--- config.mk ---
export PLATFORM = sky130hd
export DESIGN_NAME = mac_vlg_rx_parse
export DESIGN_NICKNAME = d
export VERILOG_FILES = /design/src/rtl/mac_vlg_rx_parse.sv
export SDC_FILE = /design/constraint.sdc
export NUM_CORES = 1
export LEC_CHECK = 0
export CAP_MARGIN = 5
export CORE_MARGIN = 1.5
export CORE_UTILIZATION = 50
export CTS_CLUSTER_SIZE = 24
export DETAILED_ROUTE_END_ITERATION = 6
export GPL_TIMING_DRIVEN = 0
export PLACE_DENSITY = 0.76
export RECOVER_POWER = 50
export SLEW_MARGIN = 20
export SYNTH_ARGS = -nofsm -noshare
export SYNTH_HDL_FRONTEND = slang
export SYNTH_SLANG_ARGS = --single-unit
--- constraint.sdc ---
create_clock -name clk -period 6.9 [get_ports clk]
set_clock_uncertainty 0.2 [all_clocks]
set_input_delay 2.07 -clock clk [delete_from_list [all_inputs] [get_ports clk]]
set_output_delay 2.07 -clock clk [all_outputs]
set_load 0.02 [all_outputs]
--- src/rtl/mac_vlg_rx_parse.sv ---
// RX framer behind the MAC RX CDC FIFO: strips preamble/SFD/FCS, checks CRC32
// and length, and forwards payload bytes with sof/eof and error status.
module mac_vlg_rx_parse #(
  parameter int PRE_MIN   = 1,
  parameter int PRE_MAX   = 7,
  parameter int MIN_FRAME = 64,
  parameter int MAX_FRAME = 1518
) (
  input  logic       clk,
  input  logic       rst,
  input  logic [7:0] data_in,
  input  logic       valid_in,
  input  logic       error_in,
  output logic [7:0] data_out,
  output logic       valid_out,
  output logic       sof_out,
  output logic       eof_out,
  output logic       err_out,
  output logic [2:0] err_stat,
  output logic       drop_out
);

  typedef enum logic [1:0] {S_IDLE, S_PRE, S_PAY, S_DISC} state_t;

  localparam logic [3:0]  PRE_MIN_C = 4'(PRE_MIN);
  localparam logic [3:0]  PRE_MAX_C = 4'(PRE_MAX);
  localparam logic [15:0] MIN_LEN_C = 16'(MIN_FRAME);
  localparam logic [15:0] MAX_LEN_C = 16'(MAX_FRAME);
  localparam logic [31:0] CRC_INIT  = 32'hFFFF_FFFF;
  localparam logic [31:0] CRC_RESID = 32'hDEBB_20E3;

  state_t      state_q, state_d;
  logic [3:0]  pre_cnt_q, pre_cnt_d;
  logic [15:0] len_q, len_d;
  logic [31:0] crc_q, crc_d;
  logic        phy_q, phy_d;
  logic [7:0]  dl_q [5];
  logic [7:0]  dl_d [5];
  logic [7:0]  data_out_q, data_out_d;
  logic        valid_out_q, valid_out_d;
  logic        sof_q, sof_d;
  logic        eof_q, eof_d;
  logic        err_q, err_d;
  logic [2:0]  err_stat_q, err_stat_d;
  logic        drop_q, drop_d;
  logic [2:0]  stat_w;

  function automatic logic [31:0] crc32_byte(input logic [31:0] c, input logic [7:0] b);
    logic [31:0] r;
    r = c ^ {24'd0, b};
    for (int i = 0; i < 8; i++) begin
      r = r[0] ? ((r >> 1) ^ 32'hEDB8_8320) : (r >> 1);
    end
    return r;
  endfunction

  // The 5-deep delay line hides the 4 FCS bytes plus one byte of lookahead so
  // the last payload byte can be tagged with eof once valid_in drops.
  assign stat_w = {(len_q < MIN_LEN_C) || (len_q > MAX_LEN_C), phy_q, crc_q != CRC_RESID};

  always_comb begin
    state_d     = state_q;
    pre_cnt_d   = pre_cnt_q;
    len_d       = len_q;
    crc_d       = crc_q;
    phy_d       = phy_q;
    dl_d        = dl_q;
    data_out_d  = data_out_q;
    valid_out_d = 1'b0;
    sof_d       = 1'b0;
    eof_d       = 1'b0;
    err_d       = 1'b0;
    err_stat_d  = 3'b000;
    drop_d      = 1'b0;
    case (state_q)
      S_IDLE: begin
        if (valid_in) begin
          if (data_in == 8'h55) begin
            state_d   = S_PRE;
            pre_cnt_d = 4'd1;
          end else begin
            state_d = S_DISC;
          end
        end
      end
      S_PRE: begin
        if (!valid_in) begin
          state_d = S_IDLE;
          drop_d  = 1'b1;
        end else if (data_in == 8'h55) begin
          if (pre_cnt_q < PRE_MAX_C) pre_cnt_d = pre_cnt_q + 4'd1;
          else                       state_d   = S_DISC;
        end else if (data_in == 8'hD5 && pre_cnt_q >= PRE_MIN_C) begin
          state_d = S_PAY;
          crc_d   = CRC_INIT;
          len_d   = 16'd0;
          phy_d   = 1'b0;
        end else begin
          state_d = S_DISC;
        end
      end
      S_PAY: begin
        if (valid_in) begin
          dl_d[0] = data_in;
          for (int i = 1; i < 5; i++) dl_d[i] = dl_q[i-1];
          crc_d = crc32_byte(crc_q, data_in);
          len_d = (len_q == 16'hFFFF) ? len_q : len_q + 16'd1;
          phy_d = phy_q | error_in;
          if (len_q >= 16'd5) begin
            valid_out_d = 1'b1;
            data_out_d  = dl_q[4];
            sof_d       = (len_q == 16'd5);
          end
        end else begin
          state_d = S_IDLE;
          if (len_q >= 16'd5) begin
            valid_out_d = 1'b1;
            data_out_d  = dl_q[4];
            sof_d       = (len_q == 16'd5);
            eof_d       = 1'b1;
            err_stat_d  = stat_w;
            err_d       = |stat_w;
          end else begin
            drop_d = 1'b1;
          end
        end
      end
      S_DISC: begin
        if (!valid_in) begin
          state_d = S_IDLE;
          drop_d  = 1'b1;
        end
      end
      default: state_d = S_IDLE;
    endcase
  end

  always_ff @(posedge clk or negedge rst) begin
    if (!rst) begin
      state_q     <= S_IDLE;
      pre_cnt_q   <= 4'd0;
      len_q       <= 16'd0;
      crc_q       <= CRC_INIT;
      phy_q       <= 1'b0;
      data_out_q  <= 8'd0;
      valid_out_q <= 1'b0;
      sof_q       <= 1'b0;
      eof_q       <= 1'b0;
      err_q       <= 1'b0;
      err_stat_q  <= 3'b000;
      drop_q      <= 1'b0;
    end else begin
      state_q     <= state_d;
      pre_cnt_q   <= pre_cnt_d;
      len_q       <= len_d;
      crc_q       <= crc_d;
      phy_q       <= phy_d;
      data_out_q  <= data_out_d;
      valid_out_q <= valid_out_d;
      sof_q       <= sof_d;
      eof_q       <= eof_d;
      err_q       <= err_d;
      err_stat_q  <= err_stat_d;
      drop_q      <= drop_d;
    end
  end

  for (genvar gi = 0; gi < 5; gi++) begin : g_dl
    always_ff @(posedge clk or negedge rst) begin
      if (!rst) dl_q[gi] <= 8'd0;
      else      dl_q[gi] <= dl_d[gi];
    end
  end

  assign data_out  = data_out_q;
  assign valid_out = valid_out_q;
  assign sof_out   = sof_q;
  assign eof_out   = eof_q;
  assign err_out   = err_q;
  assign err_stat  = err_stat_q;
  assign drop_out  = drop_q;

endmodule

==> results_dict.tcl <==
set metrics [dict create \
    dieArea_sq_um 11530 \
    cts_made_buffers 9 \
    drv_cap 2 \
    seq_area_sq_um 2818 \
    ys_ff_latch 111 \
    cts_setup_buffers 0 \
    cts_sinks 111 \
    cts-resized-gates 0 \
    drc 0 \
    num_antenna_cells 0 \
    power.density_nw_per_um2 438.2 \
    drt_pass1_iterations 5 \
    p_seq_share_pct 40.1 \
    power_mw 2.643 \
    synthCells 544 \
    drt.antenna.violating_nets 0 \
    hold_path_class "reg -> reg" \
    synth.top_cells.by_count "nand2_1, dfrtp_1, xnor2_1" \
    peakVddDrop_mv 0.3265 \
    fillCellCount 938 \
    critPathArrivalTime_ns 4.79 \
    seq_area_frac_synth_pct 51.72 \
    gp_routability_congestion 0.8730 \
    rows 37 \
    rsz0062_at_grt "no" \
    combPwrFrac_pct 45.6 \
    p_sw_share_pct 37.74 \
    netlist.area_leader.share_pct 36.29 \
    root_buffer "clkbuf_8" \
    synth.cell_area_sq_um 5448 \
    synth_edf_count 0 \
    cellLeakagePower_nw 2.631 \
    core_area_sq_um 10460 \
    grt_util_all_layers_pct 21.07 \
    die_h_microns 107.4 \
    startpoint "rst" \
    cts_max_level 3 \
    hold_viol_final 0 \
    antenna_found_initial 0 \
    hold_slack_ns 0.2642 \
    required_ns 6.84 \
    grt_pass1_vias 3961 \
    io_pins 28 \
    cp_num_cells 2 \
    finalSetupViolCount 0 \
    ys.warnings.count 0 \
    p_sw_mw 0.9972 \
    cts_tree "done" \
    worst_pin_slew_ns 1.900 \
    outcome "finished, violations left" \
    syn_nets 562 \
    routed_via_density 5.472 \
    r2r_start "pre_cnt_q[0]" \
    crit_chain "clkbuf_1 > clkbuf_2" \
    hold_buffers 0 \
    clkLatencyLatePin_ns 0.38 \
    async_flop_share_pct 100.0 \
    grt-ovfl-total 0 \
    crit_type "in -> async" \
    routed_wirelength_microns 11290 \
    grt_max_degree 82 \
    clk_path_buf_depth 2 \
    hpwl_microns 8021 \
    yosysUniqueCellTypes 52 \
    die_width_microns 107.4 \
    multi_input_area_sq_um 2444 \
    drv_slew 114 \
    drt-initial-drc-count 221 \
    endpoint_kind "async pin" \
    portBuffers 27 \
    path_buf_inv 2 \
    fin_crit_sh_pct 70.41 \
    drive_above_1_share_pct 11.05 \
    fin_util_pct 57.64 \
    critical-path-top-delay-family "buffers and inverters" \
    crit_fanout 81 \
    cp-endpoint "len_q[9]" \
    synth_top_cell_by_area "dfrtp_1" \
    clkTransAtPathRegs_ns 0.10 \
    violations "max-capacitance violations, max-slew violations" \
    synth.area.top_cells "dfrtp_1, dfstp_2, nand2_1" \
    area_growth_syn_to_layout_pct 10.70 \
    avgSynthCellArea_sq_um 10.01 \
    wl_per_cell_microns 15.60 \
    min_period_ns 4.858 \
    worstReg2RegEnd "len_q[2]" \
    synth_ff_type "dfrtp_1" \
    cp_slowest_cell "clkbuf_2" \
    p_int_mw 1.645 \
    slew_headroom_pct -26.70 \
    p_clk_share_pct 14.3 \
    start_util_pct 52.07 \
    reg2reg_slack_ns 4.04 \
    synth_most_common_cell "nand2_1" \
    vias 3962 \
    grt_pass1_wl_microns 19240 \
    fmax_ghz 0.2058 \
    reg2reg_depth 7 \
    cp_slowest_stage_delay_ns 1.52 \
    start_kind "primary input" \
    nNetsFinal 601 \
]
==> metal layers <==
layer	wire, microns	global-route usage [%]	up-vias
met5	0	0	-
met4	91	5.075	0
met3	551	5.690	10
met2	5414	33.99	97
met1	5235	28.43	1939
li1	-	-	1916
==> per-stage QoR <==
step           setup TNS, ns  setup WS [ns]  cells  area [sq um]
4_1_cts                    0          2.533    724          6102
3_3_place_gp          -38.95        -0.5007    707          5888
6_report                   0          2.042    724          6031
5_1_grt                    0          1.399    724          6031
3_5_place_dp               0          2.159    708          5917
2_1_floorplan              0          3.134    544          5448
==> power by group through the flow <==
| stage | registers (mW) | logic [mW] | clock network (mW) |
|---|---|---|---|
| 6_report | 1.06 | 1.20 | 0.379 |
| 3_3_place_gp | 1.06 | 1.19 | 0 |
| 5_1_grt | 1.08 | 1.32 | 0.412 |
| 3_5_place_dp | 1.07 | 1.22 | 0 |
| 4_1_cts | 1.06 | 1.22 | 0.389 |
| 2_1_floorplan | 1.05 | 0.943 | 0 |
==> layout by cell type, fill, tap and decap left out, drive strengths merged, types with 6 or more instances in the layout <==
cell	count
o21ai	10
nand4	7
o22a	8
clkdlybuf4s50	26
a31oi	9
nor2	39
ha	6
mux2	8
dfrtp	79
nor3	7
nand2	128
clkbuf	34
a21oi	28
xnor2	42
xor2	27
o31ai	16
nand3	10
dfstp	32
and2	6
nand2b	6
inv	9
==> cells by family after synthesis <==
group / count (synthesis) / share of synthesized area (%)
muxes: 8 / 2.205
buffers and inverters: 34 / 2.664
DFF: 111 / 51.72
adders and majority gates: 6 / 1.378
AOI/OAI and AO/OA: 85 / 10.61
and+or+nand+nor: 230 / 19.36
xor gates and xnor gates: 70 / 12.06
==> worst min-delay path by stage <==
stage	start	to	slack [ns]	cells after the start
finish	dl_q[15]	dl_q[7]	0.26	2
global route	dl_q[29]	dl_q[21]	0.30	2
CTS	dl_q[15]	dl_q[7]	0.27	2
detailed placement	dl_q[16]	dl_q[8]	0.26	2
global placement	dl_q[27]	dl_q[19]	0.25	2
floorplan	dl_q[8]	dl_q[0]	0.24	2
==> layout make-up <==
class / instances / share of cell area, %
Multi-Input combinational cell: 399 / 40.52
Tap cell: 136 / 2.822
Buffer: 25 / 1.846
Sequential cell: 111 / 46.72
Timing Repair Buffer: 28 / 4.461
Clock inverter: 4 / 0.8299
Clock buffer: 12 / 2.241
Inverter: 9 / 0.5602
==> state kept, by name (all words and copies together) (netlist names) <==
signal     count
data_out       8
eof_out        1
len_q         16
err_stat       3
phy_q          1
valid_out      1
err_out        1
state_q        2
pre_cnt_q      4
drop_out       1
dl_q          40
crc_q         32
sof_out        1
Note: power is estimated with default switching activity, not from simulation.
